<file path="src/rtl/alu_sequencer_if.sv">
// -----------------------------------------------------------------------------
// alu_sequencer_if
// Groups the sequencer's handshake and bus signals:
//   cmd_*  : command channel from decode (valid/ready)
//   alu_*  : operand/op/strobe to the ALU and its registered result/flags back
//   rsp_*  : tagged response channel to writeback (valid/ready)
//   cond_flags, busy : status outputs
// Modports:
//   slave  : the sequencer's view
//   master : the surrounding environment (decode, ALU, writeback)
// -----------------------------------------------------------------------------
interface alu_sequencer_if #(
    parameter int DATA_W = 64,
    parameter int OP_W   = 8,
    parameter int TAG_W  = 4
);
    logic              cmd_valid;
    logic              cmd_ready;
    logic [OP_W-1:0]   cmd_op;
    logic [DATA_W-1:0] cmd_a;
    logic [DATA_W-1:0] cmd_b;
    logic [TAG_W-1:0]  cmd_tag;

    logic              alu_valid;
    logic [OP_W-1:0]   alu_op;
    logic [DATA_W-1:0] alu_a;
    logic [DATA_W-1:0] alu_b;
    logic [DATA_W-1:0] alu_res;
    logic              alu_carry;
    logic              alu_overflow;
    logic              alu_eq;
    logic              alu_lt;
    logic              alu_gt;
    logic              alu_zero;

    logic              rsp_valid;
    logic              rsp_ready;
    logic [DATA_W-1:0] rsp_res;
    logic [5:0]        rsp_flags;
    logic [TAG_W-1:0]  rsp_tag;

    logic [2:0]        cond_flags;
    logic              busy;

    modport slave (
        input  cmd_valid, cmd_op, cmd_a, cmd_b, cmd_tag,
        output cmd_ready,
        output alu_valid, alu_op, alu_a, alu_b,
        input  alu_res, alu_carry, alu_overflow, alu_eq, alu_lt, alu_gt, alu_zero,
        output rsp_valid, rsp_res, rsp_flags, rsp_tag,
        input  rsp_ready,
        output cond_flags, busy
    );

    modport master (
        output cmd_valid, cmd_op, cmd_a, cmd_b, cmd_tag,
        input  cmd_ready,
        input  alu_valid, alu_op, alu_a, alu_b,
        output alu_res, alu_carry, alu_overflow, alu_eq, alu_lt, alu_gt, alu_zero,
        input  rsp_valid, rsp_res, rsp_flags, rsp_tag,
        output rsp_ready,
        input  cond_flags, busy
    );
endinterface

</file>
<file path="src/rtl/alu_sequencer.sv">
// -----------------------------------------------------------------------------
// alu_sequencer
// Front-end issuer and result collector for the 64-bit ALU. Commands from
// decode are queued in a DEPTH-entry FIFO, issued to the ALU one at a time,
// and the ALU's registered result/flags are returned to writeback with the
// command's tag. Responses come back strictly in command order.
//
// Ports:
//   clk : clock, rising edge
//   rst : asynchronous, active-low reset
//   bus : alu_sequencer_if.slave (cmd_*, alu_*, rsp_*, cond_flags, busy)
//
// Optional feature (macro ALU_SEQ_COND_FLAGS_EN):
//   defined     : cond_flags is a sticky {gt, lt, eq} register, loaded when a
//                 UCMP (8'h08) or CMP (8'h0E) result is captured.
//   not defined : cond_flags is tied to 3'b000.
// -----------------------------------------------------------------------------
module alu_sequencer #(
    parameter int DATA_W = 64,
    parameter int OP_W   = 8,
    parameter int DEPTH  = 4,
    parameter int TAG_W  = 4
) (
    input  logic           clk,
    input  logic           rst,
    alu_sequencer_if.slave bus
);
    localparam int PTR_W = $clog2(DEPTH);
    localparam int CNT_W = PTR_W + 1;
    localparam logic [CNT_W-1:0] FULL_CNT = CNT_W'(DEPTH);

    typedef enum logic [1:0] {IDLE, ISSUE, CAPTURE, HOLD} state_t;

    typedef struct packed {
        logic [OP_W-1:0]   op;
        logic [DATA_W-1:0] a;
        logic [DATA_W-1:0] b;
        logic [TAG_W-1:0]  tag;
    } entry_t;

    entry_t            mem [DEPTH];
    entry_t            cmd_entry;
    entry_t            head;
    logic [PTR_W-1:0]  wr_ptr_reg;
    logic [PTR_W-1:0]  rd_ptr_reg;
    logic [CNT_W-1:0]  count_reg;
    state_t            state_reg;
    state_t            state_next;
    logic              rsp_valid_reg;
    logic [DATA_W-1:0] rsp_res_reg;
    logic [5:0]        rsp_flags_reg;
    logic [TAG_W-1:0]  rsp_tag_reg;
    logic              full;
    logic              empty;
    logic              push;
    logic              pop;

    // ------------------------------------------------------------------ FIFO
    // Ready comes from the registered count only, so a full FIFO never
    // accepts in the same cycle it pops.
    assign full      = (count_reg == FULL_CNT);
    assign empty     = (count_reg == '0);
    assign push      = bus.cmd_valid && !full;
    assign pop       = (state_reg == CAPTURE);
    assign cmd_entry = {bus.cmd_op, bus.cmd_a, bus.cmd_b, bus.cmd_tag};
    assign head      = mem[rd_ptr_reg];

    always_ff @(posedge clk) begin
        if (push) begin
            mem[wr_ptr_reg] <= cmd_entry;
        end
    end

    always_ff @(posedge clk or negedge rst) begin
        if (!rst) begin
            wr_ptr_reg <= '0;
            rd_ptr_reg <= '0;
            count_reg  <= '0;
        end else begin
            if (push) begin
                wr_ptr_reg <= wr_ptr_reg + 1'b1;
            end
            if (pop) begin
                rd_ptr_reg <= rd_ptr_reg + 1'b1;
            end
            case ({push, pop})
                2'b10:   count_reg <= count_reg + CNT_W'(1);
                2'b01:   count_reg <= count_reg - CNT_W'(1);
                default: count_reg <= count_reg;
            endcase
        end
    end

    // ------------------------------------------------------------------- FSM
    always_ff @(posedge clk or negedge rst) begin
        if (!rst) begin
            state_reg <= IDLE;
        end else begin
            state_reg <= state_next;
        end
    end

    always_comb begin
        state_next = state_reg;
        case (state_reg)
            IDLE:    if (!empty) state_next = ISSUE;
            ISSUE:   state_next = CAPTURE;   // ALU registers its result here
            CAPTURE: state_next = HOLD;
            HOLD: begin
                // count already reflects the pop done on entry to HOLD; a
                // push in this same cycle is not visible yet.
                if (rsp_valid_reg && bus.rsp_ready) begin
                    state_next = empty ? IDLE : ISSUE;
                end
            end
            default: state_next = IDLE;
        endcase
    end

    // -------------------------------------------------------------- response
    always_ff @(posedge clk or negedge rst) begin
        if (!rst) begin
            rsp_valid_reg <= 1'b0;
            rsp_res_reg   <= '0;
            rsp_flags_reg <= '0;
            rsp_tag_reg   <= '0;
        end else if (state_reg == CAPTURE) begin
            rsp_valid_reg <= 1'b1;
            rsp_res_reg   <= bus.alu_res;
            rsp_flags_reg <= {bus.alu_zero, bus.alu_gt, bus.alu_lt,
                              bus.alu_eq, bus.alu_overflow, bus.alu_carry};
            rsp_tag_reg   <= head.tag;
        end else if (rsp_valid_reg && bus.rsp_ready) begin
            rsp_valid_reg <= 1'b0;
        end
    end

`ifdef ALU_SEQ_COND_FLAGS_EN
    localparam logic [OP_W-1:0] OP_UCMP = OP_W'(8'h08);
    localparam logic [OP_W-1:0] OP_CMP  = OP_W'(8'h0E);

    logic [2:0] cond_flags_reg;

    always_ff @(posedge clk or negedge rst) begin
        if (!rst) begin
            cond_flags_reg <= 3'b000;
        end else if ((state_reg == CAPTURE) &&
                     ((head.op == OP_UCMP) || (head.op == OP_CMP))) begin
            cond_flags_reg <= {bus.alu_gt, bus.alu_lt, bus.alu_eq};
        end
    end

    assign bus.cond_flags = cond_flags_reg;
`else
    assign bus.cond_flags = 3'b000;
`endif

    // --------------------------------------------------------------- outputs
    assign bus.cmd_ready = !full;
    assign bus.alu_valid = (state_reg == ISSUE);
    assign bus.alu_op    = head.op;
    assign bus.alu_a     = head.a;
    assign bus.alu_b     = head.b;
    assign bus.rsp_valid = rsp_valid_reg;
    assign bus.rsp_res   = rsp_res_reg;
    assign bus.rsp_flags = rsp_flags_reg;
    assign bus.rsp_tag   = rsp_tag_reg;
    assign bus.busy      = !empty || (state_reg != IDLE);
endmodule

</file>
<file path="src/flat_wrapper.sv">
// flat-port wrapper written by rule: the top's interface ports become plain ports
module alu_sequencer_flat 
#(
    parameter int DATA_W = 64,
    parameter int OP_W   = 8,
    parameter int DEPTH  = 4,
    parameter int TAG_W  = 4
)
  (clk, rst, bus_cmd_valid, bus_cmd_op, bus_cmd_a, bus_cmd_b, bus_cmd_tag, bus_cmd_ready, bus_alu_valid, bus_alu_op, bus_alu_a, bus_alu_b, bus_alu_res, bus_alu_carry, bus_alu_overflow, bus_alu_eq, bus_alu_lt, bus_alu_gt, bus_alu_zero, bus_rsp_valid, bus_rsp_res, bus_rsp_flags, bus_rsp_tag, bus_rsp_ready, bus_cond_flags, bus_busy);
  alu_sequencer_if #(.DATA_W(DATA_W), .OP_W(OP_W), .TAG_W(TAG_W)) bus_i ();
  input  logic clk;
  input  logic rst;
  input wire logic [$bits(bus_i.cmd_valid)-1:0] bus_cmd_valid;
  input wire logic [$bits(bus_i.cmd_op)-1:0] bus_cmd_op;
  input wire logic [$bits(bus_i.cmd_a)-1:0] bus_cmd_a;
  input wire logic [$bits(bus_i.cmd_b)-1:0] bus_cmd_b;
  input wire logic [$bits(bus_i.cmd_tag)-1:0] bus_cmd_tag;
  output wire logic [$bits(bus_i.cmd_ready)-1:0] bus_cmd_ready;
  output wire logic [$bits(bus_i.alu_valid)-1:0] bus_alu_valid;
  output wire logic [$bits(bus_i.alu_op)-1:0] bus_alu_op;
  output wire logic [$bits(bus_i.alu_a)-1:0] bus_alu_a;
  output wire logic [$bits(bus_i.alu_b)-1:0] bus_alu_b;
  input wire logic [$bits(bus_i.alu_res)-1:0] bus_alu_res;
  input wire logic [$bits(bus_i.alu_carry)-1:0] bus_alu_carry;
  input wire logic [$bits(bus_i.alu_overflow)-1:0] bus_alu_overflow;
  input wire logic [$bits(bus_i.alu_eq)-1:0] bus_alu_eq;
  input wire logic [$bits(bus_i.alu_lt)-1:0] bus_alu_lt;
  input wire logic [$bits(bus_i.alu_gt)-1:0] bus_alu_gt;
  input wire logic [$bits(bus_i.alu_zero)-1:0] bus_alu_zero;
  output wire logic [$bits(bus_i.rsp_valid)-1:0] bus_rsp_valid;
  output wire logic [$bits(bus_i.rsp_res)-1:0] bus_rsp_res;
  output wire logic [$bits(bus_i.rsp_flags)-1:0] bus_rsp_flags;
  output wire logic [$bits(bus_i.rsp_tag)-1:0] bus_rsp_tag;
  input wire logic [$bits(bus_i.rsp_ready)-1:0] bus_rsp_ready;
  output wire logic [$bits(bus_i.cond_flags)-1:0] bus_cond_flags;
  output wire logic [$bits(bus_i.busy)-1:0] bus_busy;
  assign bus_i.cmd_valid = bus_cmd_valid;
  assign bus_i.cmd_op = bus_cmd_op;
  assign bus_i.cmd_a = bus_cmd_a;
  assign bus_i.cmd_b = bus_cmd_b;
  assign bus_i.cmd_tag = bus_cmd_tag;
  assign bus_cmd_ready = bus_i.cmd_ready;
  assign bus_alu_valid = bus_i.alu_valid;
  assign bus_alu_op = bus_i.alu_op;
  assign bus_alu_a = bus_i.alu_a;
  assign bus_alu_b = bus_i.alu_b;
  assign bus_i.alu_res = bus_alu_res;
  assign bus_i.alu_carry = bus_alu_carry;
  assign bus_i.alu_overflow = bus_alu_overflow;
  assign bus_i.alu_eq = bus_alu_eq;
  assign bus_i.alu_lt = bus_alu_lt;
  assign bus_i.alu_gt = bus_alu_gt;
  assign bus_i.alu_zero = bus_alu_zero;
  assign bus_rsp_valid = bus_i.rsp_valid;
  assign bus_rsp_res = bus_i.rsp_res;
  assign bus_rsp_flags = bus_i.rsp_flags;
  assign bus_rsp_tag = bus_i.rsp_tag;
  assign bus_i.rsp_ready = bus_rsp_ready;
  assign bus_cond_flags = bus_i.cond_flags;
  assign bus_busy = bus_i.busy;
  alu_sequencer #(.DATA_W(DATA_W), .OP_W(OP_W), .DEPTH(DEPTH), .TAG_W(TAG_W)) u_core (.clk(clk), .rst(rst), .bus(bus_i));
endmodule
</file>
<file path="config.mk">
export PLATFORM = sky130hd
export DESIGN_NAME = alu_sequencer_flat
export DESIGN_NICKNAME = d
export VERILOG_FILES = /design/src/rtl/alu_sequencer_if.sv /design/src/rtl/alu_sequencer.sv /design/src/flat_wrapper.sv
export SDC_FILE = /design/constraint.sdc
export NUM_CORES = 1
export LEC_CHECK = 0
export ABC_AREA = 1
export BUFFER_PORTS_ARGS = -buffer_cell sky130_fd_sc_hd__clkbuf_2
export CAP_MARGIN = 20
export CORE_MARGIN = 5
export CORE_UTILIZATION = 38
export CTS_CLUSTER_SIZE = 24
export DETAILED_ROUTE_END_ITERATION = 6
export PLACE_DENSITY = 0.65
export SYNTH_ARGS = -nofsm -noshare
export SYNTH_HDL_FRONTEND = slang
export SYNTH_SLANG_ARGS = --single-unit
</file>
<file path="constraint.sdc">
create_clock -name clk -period 8.73 [get_ports clk]
set_input_delay 0.4365 -clock clk [delete_from_list [all_inputs] [get_ports clk]]
set_output_delay 0.4365 -clock clk [all_outputs]
set_load 0.005 [all_outputs]
</file>
=== After elaboration in Yosys (flattened, before gate mapping) ===
Memories as Yosys holds them, arrays and structs flattened.
Index checks and enable logic that the tools add are counted.
Widths: inputs -> output; s select.

* Register bits: 84
* RAM bits: 560
* Output and inout bits: 217
* Memories: 1

* Add/subtract/negate cells: 4
* Eq/ne operators: 8
* Muxes and demuxes: 9
* Reductions and logical operators: 11

{| class="wikitable"
|+ Memories
! name !! depth !! bits a word !! rd ports !! clocked after Yosys merged registers in !! wr ports !! RTL line !! text
|-
| u_core.mem || 4 || 140 || 1 || 0 || 1 || alu_sequencer.sv:41 || <nowiki>entry_t mem [DEPTH];</nowiki>
|}

{| class="wikitable"
|+ Operators with widths
! cell !! number
|-
| $pmux 2 s4 || 1
|-
| $eq 2x2->1 const B || 3
|-
| $pmux 3 s2 || 1
|-
| $reduce_bool 2->1 || 3
|-
| $mux 1 || 5
|-
| $add 2x1->2 const B || 2
|-
| $eq 2x1->1 const B || 2
|-
| $mux 2 || 2
|-
| $add 3x1->3 const B || 1
|-
| $eq 3x3->1 const B || 1
|-
| $logic_not 3->1 || 1
|-
| $sub 3x1->3 const B || 1
|-
| $logic_and 1x1->1 || 2
|-
| $logic_not 1->1 || 2
|-
| $logic_not 2->1 || 1
|-
| $ne 2x1->1 const B || 1
|-
| $ne 2x2->1 const B || 1
|-
| $reduce_and 2->1 || 1
|-
| $logic_or 1x1->1 || 1
|}

=== Depth between registers and ports, before layout ===
Gate-level depths: netlist of run 1.

* Depth after elaboration: 5
* Gate-level depth with buffers: 9

=== Least setup slack after synthesis of run 1 ===
No wires, ideal clock.

* Kind: register to register
* Start point: register u_core.count_reg[0]
* End point: memory u_core.mem[0][0] in the netlist's numbering (enable)
* Setup time: 0.642 ns
* Data arrival time: 6.516 ns
* Path slack: 1.572 ns
* Cell stages (with the launch flop): 5
* Path buffers: 0
* Clock period less this slack: 7.158 ns
* Cell sequence: dfrtp_1 -> nor2_1 -> nand2_1 -> nand2_1 -> nor2_1

* Word-level cells in the longest chain between the ends: 5

{| class="wikitable"
|+ RTL lines
! what !! RTL line !! text
|-
| start, declared || alu_sequencer.sv:46 || <nowiki>logic [CNT_W-1:0] count_reg;</nowiki>
|-
| start signal, assigned || alu_sequencer.sv:87 || <nowiki>2'b10: count_reg <= count_reg + CNT_W'(1);</nowiki>
|-
| start signal, assigned || alu_sequencer.sv:88 || <nowiki>2'b01: count_reg <= count_reg - CNT_W'(1);</nowiki>
|-
| start signal, assigned || alu_sequencer.sv:89 || <nowiki>default: count_reg <= count_reg;</nowiki>
|-
| $eq 3x3->1 || alu_sequencer.sv:61 || <nowiki>assign full = (count_reg == FULL_CNT);</nowiki>
|-
| $logic_not 1->1 || -- ||
|-
| via bus_cmd_ready || flat_wrapper.sv:18 || <nowiki>output wire logic [$bits(bus_i.cmd_ready)-1:0] bus_cmd_ready;</nowiki>
|-
| $logic_and 1x1->1 || alu_sequencer.sv:63 || <nowiki>assign push = bus.cmd_valid && !full;</nowiki>
|-
| $mux 1 || alu_sequencer.sv:69 || <nowiki>if (push) begin</nowiki>
|-
| $mux 1 (not written as such) || alu_sequencer.sv:70 || <nowiki>mem[wr_ptr_reg] <= cmd_entry;</nowiki>
|-
| end, declared || alu_sequencer.sv:41 ||
|}

The timed path passes the listed nets, and every way through them passes these cells.

=== Worst setup path in the final report of run 1 ===
* Start point: register u_core.rd_ptr_reg[0]
* End point: output port bus_alu_b[9]

* Word-level cells in the longest chain between the ends: 1

{| class="wikitable"
|+ RTL lines
! what !! RTL line !! text
|-
| start, declared || alu_sequencer.sv:45 || <nowiki>logic [PTR_W-1:0] rd_ptr_reg;</nowiki>
|-
| start signal, assigned || alu_sequencer.sv:84 || <nowiki>rd_ptr_reg <= rd_ptr_reg + 1'b1;</nowiki>
|-
| $mem_v2 4x140 || -- ||
|-
| end, declared || flat_wrapper.sv:22 || <nowiki>output wire logic [$bits(bus_i.alu_b)-1:0] bus_alu_b;</nowiki>
|}

Every way passes these cells.

==> results of run 1 <==
-- cell usage in the layout, fill, tap and decap left out, drive strengths merged, types with 21 or more instances in the layout --
cell and n:
o21ai 274, o22ai 136, edfxtp 560, dlygate4sd3 67
clkbuf 519, clkinv 26, dfrtp 84, nor2 279
nand2 272, buf 21
-- per-stage QoR --
stage | hold WS (ps) | setup slack, ps | util
after floorplan | 141 | 1570 | -
after detailed placement | 457 | 5270 | 0.410
final | 51.2 | 4740 | 0.455
after CTS | 0.0188 | 4600 | 0.454
after global placement | 453 | 5250 | 0.409
after global routing | 15.3 | 4420 | 0.455
-- cell usage after synthesis --
cell	count
nor2_1	279
nand3_1	3
or2_2	1
o21ai_1	64
buf_4	142
buf_2	35
clkbuf_1	47
inv_1	14
o22ai_1	136
inv_4	1
ha_1	10
xnor2_1	1
buf_6	23
nand2_1	272
edfxtp_1	560
fa_1	1
dfrtp_1	84
xor2_1	4
a21oi_1	2
o21ai_0	210
inv_2	1
conb_1	1
o211ai_1	1
-- power by group --
part / internal (µW) / switching [µW] / total (µW)
Sequential: 4130 / 265 / 4390
Combinational: 1120 / 2240 / 3360
Clock: 1670 / 1210 / 2880
-- worst max-delay path, delay by kind of cell, from the launching register on --
kind,cells,cell delay [ps]
AO/OA/AOI/OAI,2,400
flip-flops,1,570
buffers and inverters,3,1850
-- per-layer routing --
| layer | wire length, µm | share of wire |
|---|---|---|
| met1 | 23300 | 0.39 |
| met2 | 30200 | 0.50 |
| met3 | 4650 | 0.078 |
| met4 | 1820 | 0.030 |
| met5 | 47 | 0.00078 |
-- final cells by class --
cell class,count,area [µm²]
diodes,6,15.0
clock buffers,93,1850
clock inverters,36,415
fillers,5798,35800
inverters,16,70.1
multi-input cells,987,4560
flip-flops and latches,644,18900
well taps,864,1080
repair buffers,514,2990
-- worst paths after layout --
kind / to / from / slack, ps
setup / recovery: bus_alu_b[9] / u_core.rd_ptr_reg[0] / 4740
hold / removal: u_core.bus.rsp_res[23] / bus_alu_res[23] / 50
setup reg to reg: u_core.mem[3][104] / u_core.count_reg[0] / 5560
hold reg to reg: u_core.bus.rsp_res[28] / u_core.bus.rsp_res[28] / 470
max in group asynchronous: u_core.rd_ptr_reg[0] / rst / 7760
min in group asynchronous: u_core.bus.rsp_res[29] / rst / 330
-- cells by family (layout without fill, tap and decap cells) --
group                      after synthesis  count (layout)  share of synthesized area
AOI/OAI and AO/OA                      413             413                     0.0889
and+or+nand+nor                        555             555                     0.0830
other                                    1               9                   0.000149
adders and majority gates               11              11                    0.00576
xor gates and xnor gates                 5               5                    0.00174
DFF                                    644             644                      0.751
buffers and inverters                  263             659                     0.0691
-- repair_timing --
action                    4_1_cts  5_1_grt
hold buffers                   66        1
hold endpoints to repair      123       25
buffers inserted                0        0
==> metrics, run 1 <==
WL/cell 19.0 µm; clk_skew 21.7 ps; I/O pin cnt 431; Netlist cell types 23; largest net degree at the start of global routing 188; nets@finish 2458; status finished clean; Total Neg Setup Slack 0 ps; met1 usage 0.192; worst slew pin tran 1110 ps; PortBufs 427; Slew Viols, Final 0; Max Fclk 251 MHz; Area contributors post-synth edfxtp_1 (67%), dfrtp_1 (8.3%), buf_4 (4.2%), o21ai_0 (4.2%), nor2_1 (4.2%); CTS sink cnt 644; Hold Crit Depth 3; maximum vdd ir drop 0.221 mV; max cap viols 0; count of final hold-check violations 0; layout cell share with drive strength beyond 1 0.242; Antenna Nets Post-Route 0; Syn Area/Cell 13.3 µm²; die area 0.0715 mm²; DIE HEIGHT 267 µm; Slowest-stage cell, CP buf_4; cell area after layout 0.0299 mm²; total power 10600 µW; Lkg Pwr 0.0114 µW; area leader, netlist edfxtp_1; DRC 0; Layout Cells excl Fill 3160; WS Path Type flop to primary output; CTS resizes 0; most used routing layer met2; DR vias 15700; Root Buffer clkbuf_16; # setup viols final 0; area share of the largest cell type after synthesis 0.668; sequential element share of the synthesized area 0.751; Die W 267 µm; TritonCTS clock tree built; Max Buffers Root-to-Sink 3; Yosys Warn Count 0; Syn Inst Count 1892; r2r worst-path depth 5; Hold Path Class primary input to flop; area delta synth->final 18.8%; Pwr Density 355 mW/mm²; Core Rows 94; GR Util All Layers 0.160; Final GP Congestion 0.800; Worst-path clk slew 50 ps; cell area after synthesis 0.0252 mm²; Core ar. 0.0657 mm²; Tmin final 3990 ps; Initial Util 0.383; overflow left after global routing 0; CTS H-tree depth 3; initial DRC count 1113; Tcrit/Tclk final 0.457; first-pass GRT wire length 90000 µm; met3 usage 0.0459; startpoint type of the worst setup path flop; crit end category primary output; critical-path cell list inv_8 -> buf_4 -> o21ai_0 -> o22ai_1 -> clkbuf_2; vias in the first global route 16200; Via density 4.96; slowest cell delay on critical path 950 ps; CTS Buf Count 70; register bit total from synthesis 644; router iterations before antenna repair 5; worst-skew pair later-pin latency 600 ps; met2 Track Usage GR 0.273; placed insts 2957; Slew headroom 0.259; final wirelength 60000 µm; initial antenna violation count 10; CP required 8290 ps; worst path arrival time 3560 ps; RSZ-0062 raised after global routing false; dpl cell area 0.0269 mm²; max reg flops 560; worst-path fanout max 187; HPWL after DPL 35000 µm
(Power assumes the default switching activity.)
==> run 2: changes to the inputs <==
==> constraint.sdc (replaced) <==
create_clock -name clk -period 4.2 [get_ports clk]
set_input_delay 0.21 -clock clk [delete_from_list [all_inputs] [get_ports clk]]
set_output_delay 0.21 -clock clk [all_outputs]
set_load 0.005 [all_outputs]
==> metrics, run 2 (same netlist as run 1, synthesis figures left out) <==
most frequent cells in the layout edfxtp_1 (560), clkbuf_2 (426), nor2_1 (275), nand2_1 (272), dlygate4sd3_1 (212); worst path arrival time 2960 ps; largest net degree at the start of global routing 141; PortBufs 427; met2 WL post-DR 31300 µm; GR Util All Layers 0.164; max cap viols 0; reg2reg setup slack 1800 ps; postcts setup bufs 0; Die W 267 µm; Via density 4.97; startpoint type of the worst setup path flop; met3 routed WL 3490 µm; final wirelength 61700 µm; die area 0.0715 mm²; Slowest-stage cell, CP dfrtp_4; critical-path cell list inv_8 -> buf_12 -> o21ai_0 -> o22ai_1 -> clkbuf_2; Worst-path clk slew 60 ps; crit end category primary output; Hold Path Class primary input to asynchronous set/reset pin; DR vias 16400; TritonCTS clock tree built; CTS H-tree depth 3; Final GP Congestion 0.828; HPWL after DPL 35200 µm; Max Fclk 315 MHz; CP required 3990 ps; initial antenna violation count 4; Net Sw Frac 0.346; initial DRC count 1332; Slew Viols, Final 0; Top Metal Used met5; RSZ-0062 raised after global routing false; Internal 14700 µW; Slew headroom 0.346; I/O pin cnt 431; Initial Util 0.383; layout cell share with drive strength beyond 1 0.232; Tcrit/Tclk final 0.755; power share of the combinational group 0.323; DRC 0; Core ar. 0.0657 mm²; DIE HEIGHT 267 µm; clock group share of total power 0.270; Antenna Nets Post-Route 0; slowest cell delay on critical path 710 ps; maximum vdd ir drop 0.430 mV; status finished clean; r2r worst-path depth 9; worst-skew pair later-pin latency 590 ps; Total Neg Setup Slack 0 ps; worst slew pin tran 981 ps; worst-path fanout max 130; Root Buffer clkbuf_16; WS Path Type flop to primary output; CTS Buf Count 71; count of final hold-check violations 0; cell area after layout 0.0315 mm²; commonest non-fill, non-tap cell in the layout edfxtp_1; vias in the first global route 16700; Reg-to-Reg End u_core.count_reg[2]; DRT met1 WL 24500 µm; Sw Pwr 7780 µW; Worst R2R Start u_core.count_reg[0]; Core Rows 94; area delta synth->final 25.1%; Tmin final 3170 ps; clk_skew 16.0 ps; WL/cell 18.7 µm; Max Buffers Root-to-Sink 3; Pwr Density 714 mW/mm²; nets@finish 2605; dpl cell area 0.0271 mm²; # setup viols final 0; Flop pwr share 0.407; first-pass GRT wire length 93300 µm; overflow left after global routing 0; max reg flops 560; CTS sink cnt 644; Lkg Pwr 0.0121 µW; router iterations before antenna repair 5
[run 2: routing by layer]
layer  global-route usage  vias to the layer above
met5                    0                        -
met4               0.0752                        2
met3               0.0335                      167
met2                0.279                      539
met1                0.204                     8091
li1                     -                     7606
[run 2: area by class of cell]
class / instances / area [µm²]
timing repair buffer: 660 / 4560
clock inverter: 43 / 393
clock buffer: 84 / 1910
fill: 5597 / 34200
antenna: 3 / 7.51
tap: 864 / 1080
multi-input combinational: 987 / 4560
sequential: 644 / 18900
inverter: 16 / 70.1
[run 2: critical path, delay by kind of cell (launching register included)]
family	cells	cell delay (ps)
flops	1	710
buf+inv	3	1130
compound gates	2	360
[run 2: metrics by stage]
stage	hold slack (ps)	worst slack, ps	utilization	power, µW	std cells
after floorplan	-85.6	-632	-	14700	1894
after detailed placement	417	1670	0.411	16400	2958
after global placement	412	1750	0.411	16200	2957
final	166	1030	0.479	22500	3301
after global routing	193	845	0.479	23800	3300
after CTS	258	1020	0.479	22700	3297
[run 2: power by group through the flow]
stage	sequential, µW	clock (µW)	combinational, µW
detailed placement	9260	0	7170
CTS	9130	6240	7370
global placement	9190	0	6970
global route	9250	6510	8060
finish	9140	6070	7270
floorplan	9210	0	5460
[run 2: repair_timing]
action                    4_1_cts  5_1_grt
hold endpoints to repair      715        0
resized for setup               0        0
hold buffers                  212        0
[run 2: worst max-delay path by stage]
stage,endpoint,cells past startpoint,from,slack (ps)
6_report,bus_alu_b[4],5,u_core.rd_ptr_reg[0],1030
4_1_cts,bus_alu_b[3],5,u_core.rd_ptr_reg[0],1020
3_3_place_gp,bus_alu_b[3],5,u_core.rd_ptr_reg[0],1750
2_1_floorplan,u_core.mem[0][0],4,u_core.count_reg[0],-630
3_5_place_dp,bus_alu_b[3],5,u_core.rd_ptr_reg[0],1670
5_1_grt,bus_alu_b[4],5,u_core.rd_ptr_reg[0],850
==> run 3: changes to the inputs <==
==> constraint.sdc (replaced) <==
create_clock -name clk -period 3.15 [get_ports clk]
set_input_delay 0.1575 -clock clk [delete_from_list [all_inputs] [get_ports clk]]
set_output_delay 0.1575 -clock clk [all_outputs]
set_load 0.005 [all_outputs]
==> metrics, run 3 (same netlist as run 1, synthesis figures left out) <==
DRT met1 WL 24100 µm; Via density 4.94; DR vias 16300; # setup viols final 0; largest net degree at the start of global routing 179; commonest non-fill, non-tap cell in the layout edfxtp_1; HPWL after DPL 35200 µm; Tcrit/Tclk final 0.843; first-pass GRT wire length 93500 µm; Initial Util 0.383; I/O pin cnt 431; nets@finish 2610; initial antenna violation count 7; Hold Path Class primary input to asynchronous set/reset pin; CP delay by family, top buffers and inverters; clk_skew 28.7 ps; Min Hold Slack 61.4 ps; status finished clean; DRC 0; worst slew pin tran 926 ps; Slowest-stage cell, CP dfrtp_4; area delta synth->final 25.5%; vias in the first global route 16800; RSZ-0062 raised after global routing false; TritonCTS clock tree built; GR Util All Layers 0.165; max cap viols 0; max reg flops 560; WS Path Type flop to primary output; overflow left after global routing 0; Final GP Congestion 0.850; # fillers 5567; met2 WL post-DR 31600 µm; final wirelength 61500 µm; worst path arrival time 2500 ps; reg2reg setup slack 870 ps; DIE HEIGHT 267 µm; Tmin final 2650 ps; Max Fclk 377 MHz; Core ar. 0.0657 mm²; Pwr Density 948 mW/mm²; die area 0.0715 mm²; crit end category primary output; CP bufs+invs 3; CTS Buf Count 70; router iterations before antenna repair 5; PortBufs 427; CTS resizes 0; Slew headroom 0.382; Lkg Pwr 0.0121 µW; worst-path fanout max 102; count of final hold-check violations 0; initial DRC count 1344; Top Metal Used met5; worst-skew pair later-pin latency 590 ps; slowest cell delay on critical path 530 ps; Slew Viols, Final 0; Max Buffers Root-to-Sink 3; Antenna Nets Post-Route 0; Die W 267 µm; startpoint type of the worst setup path flop; CTS H-tree depth 3; met3 routed WL 4240 µm; Worst-path clk slew 60 ps; critical-path cell list inv_8 -> buf_12 -> nor2_1 -> o22ai_1 -> clkbuf_2; CP required 2990 ps; Root Buffer clkbuf_16; maximum vdd ir drop 0.652 mV; most frequent cells in the layout edfxtp_1 (560), clkbuf_2 (426), nor2_1 (274), nand2_1 (270), dlygate4sd3_1 (213); WL/cell 18.6 µm; total power 30000 µW; Core Rows 94; layout cell share with drive strength beyond 1 0.234; CTS sink cnt 644
==> run 3: worst reg2reg max path, stage by stage, from the launching register on <==
cell	delay, ps
dfrtp_1	420
inv_1	140
ha_2	440
ha_1	220
inv_1	70
fa_1	380
or2_2	300
nand2_1	90
xor2_1	150
==> run 3: final cells by class <==
cell class | count | area, µm² | area share
clock inverter | 36 | 338 | 0.0107
clock buffer | 88 | 1920 | 0.0608
tap | 864 | 1080 | 0.0342
inverter | 16 | 70.1 | 0.00222
multi-input combinational | 987 | 4570 | 0.145
antenna | 5 | 12.5 | 0.000396
sequential | 644 | 18900 | 0.599
timing repair buffer | 666 | 4690 | 0.148
==> run 3: power by group <==
part / internal (µW) / switching, µW / total [µW] / leakage, µW
registers: 11400 / 622 / 12000 / 0.00615
logic: 3450 / 6510 / 9960 / 0.00484
clock network: 4740 / 3210 / 7950 / 0.00111
total: 19600 / 10300 / 30000 / 0.0121
==> run 3: final timing paths <==
kind | depth (start not counted) | start | endpoint
setup / recovery | 5 | u_core.rd_ptr_reg[0] | bus_alu_a[2]
hold / removal | 2 | rst | u_core.rd_ptr_reg[0]
min in group clk | 4 | bus_alu_res[46] | u_core.bus.rsp_res[46]
setup reg to reg | 8 | u_core.state_reg[0] | u_core.count_reg[2]
max in group asynchronous | 3 | rst | u_core.rd_ptr_reg[1]
hold reg to reg | 2 | u_core.bus.rsp_res[47] | u_core.bus.rsp_res[47]
==> run 3: timing repair <==
item                                   in CTS  in global routing
hold buffers                              213                  0
setup buffers                               0                  0
endpoints found under the hold margin     719                  0
==> run 3: layer usage <==
| layer | track usage | vias to the layer above |
|---|---|---|
| met5 | 0 | - |
| met4 | 0.0603 | 4 |
| met3 | 0.0409 | 117 |
| met2 | 0.288 | 513 |
| met1 | 0.200 | 8090 |
| li1 | - | 7615 |
==> run 3: through the flow <==
step	util	setup WS, ps	setup TNS, ps	instance area [µm²]	cells
after floorplan	-	-17.3	-4840	25200	1894
after global placement	0.413	926	0	27200	2963
after detailed placement	0.413	850	0	27200	2963
after CTS	0.480	457	0	31600	3300
after global routing	0.481	357	0	31600	3306
final	0.481	496	0	31600	3306
